[config.mk]
export PLATFORM = sky130hd
export DESIGN_NAME = adc_min_window_ctrl
export DESIGN_NICKNAME = d
export VERILOG_FILES = /design/src/rtl/adc_min_window_pkg.sv /design/src/rtl/adc_min_accum.sv /design/src/rtl/adc_min_window_ctrl.sv
export SDC_FILE = /design/constraint.sdc
export NUM_CORES = 1
export LEC_CHECK = 0
export ABC_AREA = 1
export BUFFER_PORTS_ARGS = -buffer_cell sky130_fd_sc_hd__buf_2
export CAP_MARGIN = 15
export CORE_MARGIN = 1.5
export CORE_UTILIZATION = 60
export DETAILED_ROUTE_END_ITERATION = 6
export PLACE_DENSITY = 0.82
export SYNTH_ARGS = -nofsm -noshare
export SYNTH_HDL_FRONTEND = slang
export SYNTH_SLANG_ARGS = --single-unit
export TNS_END_PERCENT = 30
[constraint.sdc]
create_clock -name clk -period 4.73 [get_ports clk]
set_input_delay 0 -clock clk [delete_from_list [all_inputs] [get_ports clk]]
set_output_delay 0 -clock clk [all_outputs]
set_load 0.02 [all_outputs]
[src/rtl/adc_min_window_pkg.sv]
// -----------------------------------------------------------------------------
// adc_min_window_pkg
// Shared definitions for the ADC minimum measurement-window controller.
// Contents:
//   win_state_t        controller state encoding (IDLE / SETTLE / MEASURE)
//   DEFAULT_PIPE_LAT   default settle length, matches the upstream min pipeline
//   ACC_INIT_ALL       running-minimum start value; sliced down to the sample
//                      width by each user (sample widths up to 32 bits)
// -----------------------------------------------------------------------------
package adc_min_window_pkg;

   typedef enum logic [1:0] {
      ST_IDLE    = 2'd0,
      ST_SETTLE  = 2'd1,
      ST_MEASURE = 2'd2
   } win_state_t;

   localparam int DEFAULT_PIPE_LAT   = 3;
   localparam int MAX_ADC_DATA_WIDTH = 32;

   // All-ones is the identity for an unsigned minimum.
   localparam logic [MAX_ADC_DATA_WIDTH-1:0] ACC_INIT_ALL = '1;

endpackage

[src/rtl/adc_min_accum.sv]
// -----------------------------------------------------------------------------
// adc_min_accum
// One running-minimum register for a single core's sample stream.
// Ports:
//   clk       clock
//   rst       synchronous, active-high reset (register goes to all-ones)
//   load      reload register with all-ones (has priority over en)
//   en        fold the current sample into the running minimum
//   sample    unsigned sample for this cycle
//   next_min  combinational min(register, sample); lets the owner capture a
//             window result that already includes the sample of this cycle
// -----------------------------------------------------------------------------
module adc_min_accum
   import adc_min_window_pkg::*;
#(
   parameter int W = 8
) (
   input  logic         clk,
   input  logic         rst,
   input  logic         load,
   input  logic         en,
   input  logic [W-1:0] sample,
   output logic [W-1:0] next_min
);

   localparam logic [W-1:0] INIT = ACC_INIT_ALL[W-1:0];

   logic [W-1:0] acc;

   assign next_min = (sample < acc) ? sample : acc;

   always_ff @(posedge clk) begin
      // NOTE: the accumulator is reset even though every window reloads it,
      // so the register never holds X if a result is read straight after reset.
      if (rst) begin
         acc <= INIT;
      end else if (load) begin
         acc <= INIT;
      end else if (en) begin
         acc <= next_min;
      end
   end

endmodule

[src/rtl/adc_min_window_ctrl.sv]
// -----------------------------------------------------------------------------
// adc_min_window_ctrl
// Sequences four per-core minimum streams into gap-free measurement windows,
// reduces each core to one minimum per window and presents the results to the
// host through a valid/ack handshake.
// Parameters:
//   ADC_DATA_WIDTH  sample width (unsigned, offset binary)
//   WIN_CNT_WIDTH   window-length counter width
//   PIPE_LAT        settle cycles after start (must be >= 1)
// Ports:
//   clk, rst                 clock, synchronous active-high reset
//   start_i                  start pulse, honoured only in IDLE
//   stop_i                   abort; drops the partial window
//   continuous_i             run windows back-to-back until stop_i
//   win_len_i                window length in samples (0 acts as 1)
//   adc_min_A_i..D_i         per-core minimum streams, one value per cycle
//   meas_ack_i               host acknowledge of the current result
//   meas_valid_o             unacknowledged result present
//   min_A_o..min_D_o         window minimum per core
//   busy_o                   controller not in IDLE
//   overrun_o                sticky: a window ended while a result was pending
// -----------------------------------------------------------------------------
module adc_min_window_ctrl
   import adc_min_window_pkg::*;
#(
   parameter int ADC_DATA_WIDTH = 8,
   parameter int WIN_CNT_WIDTH  = 24,
   parameter int PIPE_LAT       = DEFAULT_PIPE_LAT
) (
   input  logic                      clk,
   input  logic                      rst,
   input  logic                      start_i,
   input  logic                      stop_i,
   input  logic                      continuous_i,
   input  logic [WIN_CNT_WIDTH-1:0]  win_len_i,
   input  logic [ADC_DATA_WIDTH-1:0] adc_min_A_i,
   input  logic [ADC_DATA_WIDTH-1:0] adc_min_B_i,
   input  logic [ADC_DATA_WIDTH-1:0] adc_min_C_i,
   input  logic [ADC_DATA_WIDTH-1:0] adc_min_D_i,
   input  logic                      meas_ack_i,
   output logic                      meas_valid_o,
   output logic [ADC_DATA_WIDTH-1:0] min_A_o,
   output logic [ADC_DATA_WIDTH-1:0] min_B_o,
   output logic [ADC_DATA_WIDTH-1:0] min_C_o,
   output logic [ADC_DATA_WIDTH-1:0] min_D_o,
   output logic                      busy_o,
   output logic                      overrun_o
);

   localparam int NUM_CORES = 4;
   localparam int SETTLE_W  = (PIPE_LAT > 1) ? $clog2(PIPE_LAT) : 1;

   win_state_t                state;
   logic [SETTLE_W-1:0]       settle_cnt;
   logic [WIN_CNT_WIDTH-1:0]  sample_cnt;
   logic [WIN_CNT_WIDTH-1:0]  win_len_q;
   logic [WIN_CNT_WIDTH-1:0]  win_len_eff;
   logic                      settle_done;
   logic                      win_end;
   logic                      acc_load;
   logic                      acc_en;
   logic                      result_load;

   logic [ADC_DATA_WIDTH-1:0] sample   [NUM_CORES];
   logic [ADC_DATA_WIDTH-1:0] next_min [NUM_CORES];

   assign sample[0] = adc_min_A_i;
   assign sample[1] = adc_min_B_i;
   assign sample[2] = adc_min_C_i;
   assign sample[3] = adc_min_D_i;

   // A zero length is folded to one sample so the window always terminates.
   assign win_len_eff = (win_len_i == '0) ? WIN_CNT_WIDTH'(1) : win_len_i;

   always_comb begin
      // NOTE: every always_comb output gets a default first, so no path
      // through the block can leave it unassigned and infer a latch.
      settle_done = 1'b0;
      win_end     = 1'b0;
      if (state == ST_SETTLE) begin
         settle_done = (settle_cnt == SETTLE_W'(PIPE_LAT - 1));
      end
      if (state == ST_MEASURE) begin
         win_end = (sample_cnt == win_len_q - WIN_CNT_WIDTH'(1));
      end
   end

   // Reloading on every window end is harmless when the block then goes idle.
   assign acc_load    = settle_done | win_end;
   assign acc_en      = (state == ST_MEASURE);
   // A result is taken when the register is free or freed in the same cycle.
   assign result_load = win_end & (~meas_valid_o | meas_ack_i);

   for (genvar g = 0; g < NUM_CORES; g++) begin : g_core
      adc_min_accum #(
         .W (ADC_DATA_WIDTH)
      ) u_accum (
         .clk      (clk),
         .rst      (rst),
         .load     (acc_load),
         .en       (acc_en),
         .sample   (sample[g]),
         .next_min (next_min[g])
      );
   end

   always_ff @(posedge clk) begin
      // NOTE: all state here uses non-blocking assignments so every register
      // samples the pre-edge values, independent of statement order.
      if (rst) begin
         state        <= ST_IDLE;
         settle_cnt   <= '0;
         sample_cnt   <= '0;
         win_len_q    <= WIN_CNT_WIDTH'(1);
         meas_valid_o <= 1'b0;
         min_A_o      <= '0;
         min_B_o      <= '0;
         min_C_o      <= '0;
         min_D_o      <= '0;
         busy_o       <= 1'b0;
         overrun_o    <= 1'b0;
      end else begin
         // Host ack retires the pending result; a window-end load below
         // overrides this and keeps valid high with the new data.
         if (meas_ack_i && meas_valid_o) begin
            meas_valid_o <= 1'b0;
         end

         case (state)
            ST_IDLE: begin
               // stop_i in IDLE wins over a simultaneous start_i.
               if (start_i && !stop_i) begin
                  state      <= ST_SETTLE;
                  settle_cnt <= '0;
                  overrun_o  <= 1'b0;
                  busy_o     <= 1'b1;
               end
            end

            ST_SETTLE: begin
               if (stop_i) begin
                  state  <= ST_IDLE;
                  busy_o <= 1'b0;
               end else if (settle_done) begin
                  state      <= ST_MEASURE;
                  win_len_q  <= win_len_eff;
                  sample_cnt <= '0;
               end else begin
                  settle_cnt <= settle_cnt + SETTLE_W'(1);
               end
            end

            ST_MEASURE: begin
               if (win_end) begin
                  if (result_load) begin
                     min_A_o      <= next_min[0];
                     min_B_o      <= next_min[1];
                     min_C_o      <= next_min[2];
                     min_D_o      <= next_min[3];
                     meas_valid_o <= 1'b1;
                  end else begin
                     overrun_o <= 1'b1;
                  end
                  // The result of this window is delivered even when stopping.
                  if (continuous_i && !stop_i) begin
                     win_len_q  <= win_len_eff;
                     sample_cnt <= '0;
                  end else begin
                     state  <= ST_IDLE;
                     busy_o <= 1'b0;
                  end
               end else if (stop_i) begin
                  state  <= ST_IDLE;
                  busy_o <= 1'b0;
               end else begin
                  sample_cnt <= sample_cnt + WIN_CNT_WIDTH'(1);
               end
            end

            default: begin
               state  <= ST_IDLE;
               busy_o <= 1'b0;
            end
         endcase
      end
   end

endmodule
# --- Word-level counts from Yosys, hierarchy flattened ---
# Cells that the tools add are included.
totals:
  reg_bits: 119
  in_bits: 62
  output_inout_bits: 35
  elab_cells: 101
op_classes:
  n_addsub: 3
  order_cmp: 4
  n_eq_ne: 16
  muxes: 42
  bitwise_logic: 4
  reduce_logical: 17
op_table:
  columns: ["op", "count"]
  rows:
  - ["$mux W24", 10]
  - ["$pmux W24 S2", 2]
  - ["$lt A8 B8 Y1", 4]
  - ["$mux W8", 4]
  - ["$add A24 B1 Y24 const B", 1]
  - ["$eq A24 B24 Y1", 1]
  - ["$logic_not A24 Y1", 1]
  - ["$sub A24 B1 Y24 const B", 1]
  - ["$mux W2", 9]
  - ["$mux W1", 13]
  - ["$ne A2 B2 Y1 const B", 6]
  - ["$ne A3 B3 Y1 const B", 4]
  - ["$reduce_and A4 Y1", 3]
  - ["$reduce_and A5 Y1", 2]
  - ["$pmux W2 S3", 1]
  - ["$reduce_bool A2 Y1", 3]
  - ["$eq A2 B2 Y1 const B", 2]
  - ["$pmux W2 S2", 1]
  - ["$logic_and A1 B1 Y1", 3]
  - ["$ne A3 B2 Y1 const B", 1]
  - ["$pmux W1 S3", 1]
  - ["$reduce_and A3 Y1", 1]
  - ["$add A2 B1 Y2 const B", 1]
  - ["$eq A2 B1 Y1 const B", 1]
  - ["9 further kinds", 10]

# --- Longest topological paths before layout ---
logic_depth:
  word_depth: 7
  mapped_depth: 21
  ltp_nobuf: 20

# --- Modules after synthesis ---
# Synthesis repeated with hierarchy kept, for this count alone.
unflattened:
  cells_unflattened: 1289
  hier_area_um2: 8308.0
modules_own_cells:
  columns: ["mod", "n_inst", "cells_each", "area_per_inst_um2", "seq_area_each_um2"]
  rows:
  - ["adc_min_window_ctrl", 1, 885, 5660.4, 1741.7]
  - ["adc_min_accum", 4, 101, 661.9, 160.2]

# --- Least setup slack after synthesis ---
# No wires, ideal clock.
synth_timing:
  path_type: "flip-flop to flip-flop"
  start: "register win_len_q[0]"
  end: "register min_B_o[0]"
  setup_time_ns: 0.127
  t_arrival_ns: 2.117
  t_required_ns: 4.603
  path_slack_ns: 2.487
  path_stages_with_launch: 19
  path_buffers: 3
  period_less_slack_ns: 2.243
  path_cell_list: "dfxtp_1 -> inv_1 -> ha_1 -> nand2_1 -> nor2_4 -> buf_6 -> nand2_1 -> nand2_1 -> nand2_1 -> nor2_1 -> nand2_1 -> nor2_1 -> nand2_1 -> nor2_2 -> nand3_2 -> nor2_4 -> buf_4 -> buf_6 -> a21oi_1"
synth_between:
  elab_chain_cells: 5
synth_lines:
  columns: ["item", "line_no", "rtl"]
  rows:
  - ["start: declaration", "adc_min_window_ctrl.sv:56", "logic [WIN_CNT_WIDTH-1:0] win_len_q;"]
  - ["start signal: assignment", "adc_min_window_ctrl.sv:146", "win_len_q <= win_len_eff;"]
  - ["start signal: assignment", "adc_min_window_ctrl.sv:166", "win_len_q <= win_len_eff;"]
  - ["$sub A24 B1 Y24 (*)", "adc_min_window_ctrl.sv:84", "win_end = (sample_cnt == win_len_q - WIN_CNT_WIDTH'(1));"]
  - ["$eq A24 B24 Y1 (*)", "adc_min_window_ctrl.sv:84", null]
  - ["$mux W1 (*)", "adc_min_window_ctrl.sv:83", "if (state == ST_MEASURE) begin"]
  - ["$and A1 B1 Y1", "adc_min_window_ctrl.sv:92", "assign result_load = win_end & (~meas_valid_o | meas_ack_i);"]
  - ["$reduce_and A3 Y1 (no source line) (*)", null, null]
  - ["end signal: assignment", "adc_min_window_ctrl.sv:157", "min_B_o <= next_min[1];"]
  - ["end: declaration", "adc_min_window_ctrl.sv:43", "output logic [ADC_DATA_WIDTH-1:0] min_B_o,"]
# Every way passes the cells marked *; elsewhere a longest branch is shown, timed or not.
# A chain may end at the register's enable or synchronous reset.

# --- Worst setup path in the final report ---
layout_timing:
  start: "register win_len_q[0]"
  end: "register win_len_q[18]"
layout_between:
  elab_chain_cells: 5
layout_lines:
  columns: ["item", "line_no"]
  rows:
  - ["$sub A24 B1 Y24", "adc_min_window_ctrl.sv:84"]
  - ["$eq A24 B24 Y1", "adc_min_window_ctrl.sv:84"]
  - ["$mux W1", "adc_min_window_ctrl.sv:83"]
  - ["$ne A2 B2 Y1 (no source line)", null]
  - ["$reduce_and A5 Y1 (no source line)", null]
# No other way between the ends.

==> run_results.csv <==
group,metric,value,unit
sta,slew_headroom,0.318,
setup_path,worst_ep_arrival_time,4090,ps
setup_path,timing.setup.critical_path_class,"reg2reg",
place,port_buffers,96,
place,place.detailed.hpwl,13900,um
cts,ctsResizeCount,0,
yosys,synth_ff_type,"sky130_fd_sc_hd__dfxtp_1",
setup_path,crit_required,5090,ps
final_layout,area_delta_synth_final,18.8,%
grt,grt-ovfl-total,0,
cts,tritoncts_clock_tree,"yes",
yosys,synthesis.instances,1160,
setup_path,worst-path-stages,16,
setup_path,cp_common_cell,"sky130_fd_sc_hd__nand2_1",
floorplan,die_height,116,um
sta,finalMaxSlewViolations,0,
final_layout,fin_nets,1365,
setup_path,path_cells,"inv_1, ha_1, nand2_1, nor2_4, nand3_1, nand2_1, nand2_1, nor2_1, nand2_1, nor2_1, nand3_2, nand2_2, nand2_1, inv_2, o21ai_0, a21oi_1",
detailed_routing,routed_via_density,5.55,
floorplan,fp.dieW,116,um
grt,grt_pass1_wl,35700,um
detailed_routing,detail_route.wl_per_cell,15.0,um
detailed_routing,detail-route-antenna-nets,0,
sta,maximum_clock_frequency,0.268,GHz
yosys,synth-edff-count,0,
sta,worst_hold_slack_after_final_layout,3.99,ps
place,gpl.final_weighted_congestion,0.938,
sta,report.final.setup_viol,0,
hold_path,hold_path_startpoint,"rst",
hold_path,worstHoldPathType,"in2reg",
yosys,synthesis.yosys.warnings,0,
detailed_routing,detailedRoute.firstIterationViolations,576,
setup_path,critical_path.endpoint_type,"register",
sta,setup_tns,0,ps
yosys,ys_async_sr_fraction,0,
setup_path,cpMaxStageDelayCell,"sky130_fd_sc_hd__nand2_1",
cts,cts.sinks,119,
cts,cts-htree-levels,4,
place,place_ws,1150,ps
power,power_per_cell_area,526,nW/um2
setup_path,path_delay_family,"simple AND/OR/NAND/NOR gates",
floorplan,rows,41,
final_layout,drive_above_1_share,0.148,
yosys,synth.avg_cell_area,6.63,um2
setup_path,rr_startpoint,"win_len_q[0]",
yosys,synth.cell_area,7690,um2
cts,cts-root-to-sink-buffers,2,
setup_path,crit_path_start_kind,"register",
cts,tritoncts.num_buffers,17,
cts,insertion_delay_of_the_later_clocked_pin_in_the_worst_skew_pair,430,ps
floorplan,initial_standard_cell_utilization_of_the_core,0.612,
floorplan,pin_count,97,
final_layout,finish.utilization,0.727,
hold_path,hold_depth,2,
cts,clk_root_buffer_cell,"sky130_fd_sc_hd__clkbuf_16",
power,finalPower,4.80,mW
yosys,syn-num-nets,1257,
grt,first_global_vias,7675,
yosys,flop_and_latch_count_out_of_synthesis,119,
job,max_cap_violations,0,
grt,grt_use_total,0.335,
sta,rsz0062_at_grt,"no",
floorplan,core_area,12600,um2
power,ir_drop,366,uV
outcome,result_of_the_run,"finished with violations",
grt,pin_count_of_the_biggest_net_entering_global_routing,65,
detailed_routing,total_via_count_in_the_routed_design,8069,
outcome,violations_in_the_final_reports,"design-rule violations",
yosys,yosysSeqAreaShare,0.310,
setup_path,rr_worst_depth,16,
floorplan,floorplan.die_area,13500,um2
sta,setup_slack,993,ps
sta,finalHoldViolCount,0,
detailed_routing,drc,1,
setup_path,r2r_end,"win_len_q[18]",
cts,worst_setup_hold_path_clk_slew,60,ps
yosys,synth_cell_type_count,40,
setup_path,reg2reg_slack,990,ps
power,p_leak,4.65,nW
setup_path,worstPathBufferInverterCount,2,
detailed_routing,totalWireLength,21800,um
sta,tightestPinTransition,1020,ps
sta,fin_crit,3740,ps
setup_path,slowest_delay,530,ps
sta,final.setup_skew,10.5,ps
setup_path,critical_path_peak_fanout,31,
grt,grt_antenna_before_repair,2,
cts,cts_setup_buffers,0,
hold_path,min_to,"sample_cnt[1]",
detailed_routing,dr.pass1.iters,7,
sta,layout_worst_path_cycle_share,0.790,
synth_stat cells, types with 6 or more instances:
cell                       instances  area share
sky130_fd_sc_hd__a21oi_1          78       0.051
sky130_fd_sc_hd__buf_2             7      0.0046
sky130_fd_sc_hd__buf_4             6      0.0059
sky130_fd_sc_hd__buf_6             8       0.012
sky130_fd_sc_hd__clkbuf_1         31       0.015
sky130_fd_sc_hd__dfxtp_1         119        0.31
sky130_fd_sc_hd__ha_1             35       0.057
sky130_fd_sc_hd__inv_1           141       0.069
sky130_fd_sc_hd__nand2_1         256        0.12
sky130_fd_sc_hd__nand3_1          89       0.058
sky130_fd_sc_hd__nand4_1          19       0.015
sky130_fd_sc_hd__nor2_1          152       0.074
sky130_fd_sc_hd__nor2_2           14       0.011
sky130_fd_sc_hd__nor3_1            6      0.0039
sky130_fd_sc_hd__nor4_1           11      0.0090
sky130_fd_sc_hd__o211ai_1         15       0.015
sky130_fd_sc_hd__o211ai_2         26       0.042
sky130_fd_sc_hd__o21ai_0          47       0.031
sky130_fd_sc_hd__o21ai_1          32       0.021
sky130_fd_sc_hd__xnor2_1          10       0.011
sky130_fd_sc_hd__xor2_1           25       0.028
metrics by stage:
step	cells	cell area, um2
2_1_floorplan	1160	7690
3_3_place_gp	1379	8130
3_5_place_dp	1379	8130
4_1_cts	1450	9110
5_1_grt	1454	9130
6_report	1454	9130
logic make-up (layout without fill, tap and decap cells):
group | Yosys count | in the layout | share of synthesized area
AOI/OAI and AO/OA | 208 | 208 | 0.169
xor gates and xnor gates | 35 | 35 | 0.0399
adders and majority gates | 35 | 35 | 0.0570
buffers and inverters | 200 | 320 | 0.110
DFF | 119 | 119 | 0.310
other | 0 | 2 | 0
and+or+nand+nor | 563 | 563 | 0.314
worst max-delay path by stage:
stage / slack (ps) / start / end
final: 990 / win_len_q[0] / win_len_q[18]
after global routing: 620 / win_len_q[0] / win_len_q[17]
after CTS: 1120 / win_len_q[0] / win_len_q[17]
after detailed placement: 1150 / win_len_q[0] / win_len_q[17]
after global placement: 1300 / win_len_q[0] / win_len_q[18]
after floorplan: 2490 / win_len_q[0] / min_B_o[0]
layout by cell type (no fill, tap or decap), drive strengths merged, types with 19 or more instances in the layout:
cell and instances:
dlygate4sd3 40, ha 35, nand2 259, xor2 25, clkbuf 20, nand4 19, nand3 92, inv 147
o211ai 41, o21ai 79, nor2 168, buf 103, dfxtp 119, a21oi 78
routing by layer:
layer	up-vias	routed length, um	part of all wire	track usage
li1	3990	-	-	-
met1	3655	8880	0.41	0.384
met2	327	10400	0.48	0.572
met3	97	1430	0.066	0.0861
met4	0	1030	0.047	0.187
met5	-	0	0	0
what timing repair did:
item	CTS	global route
setup endpoints to repair	0	0
hold endpoints to repair	49	0
hold buffers	40	0
state kept, by name, indices dropped and copies added (netlist names):
name and flops:
busy_o 1, g_core.u_accum.acc 32, meas_valid_o 1, min_A_o 8, min_B_o 8, min_C_o 8, min_D_o 8, overrun_o 1
sample_cnt 24, settle_cnt 2, state 2, win_len_q 24
cell type report:
| class | count | area, um2 |
|---|---|---|
| antenna | 2 | 5.00 |
| inverter | 146 | 548 |
| timing repair buffer | 143 | 933 |
| multi-input combinational | 841 | 4470 |
| clock buffer | 20 | 457 |
| tap | 172 | 215 |
| fill | 1006 | 3440 |
| sequential | 119 | 2380 |
| clock inverter | 11 | 124 |
worst register-to-register path: cells and delay by family, from the launching register on:
family                   cells  cell delay [ps]
AND/OR/NAND/NOR             11             2220
buffers and inverters        2              640
flip-flops                   1              310
AO/OA/AOI/OAI                2              300
adder cells (fa/ha/maj)      1              210
where the power goes:
group / leakage [nW] / internal [mW] / switching (mW) / total (mW)
clock network: 0.279 / 0.799 / 0.481 / 1.28
logic: 3.40 / 0.704 / 1.45 / 2.16
registers: 0.970 / 1.21 / 0.159 / 1.37
total: 4.65 / 2.71 / 2.09 / 4.80
Note: power is estimated with default switching activity, not from simulation.
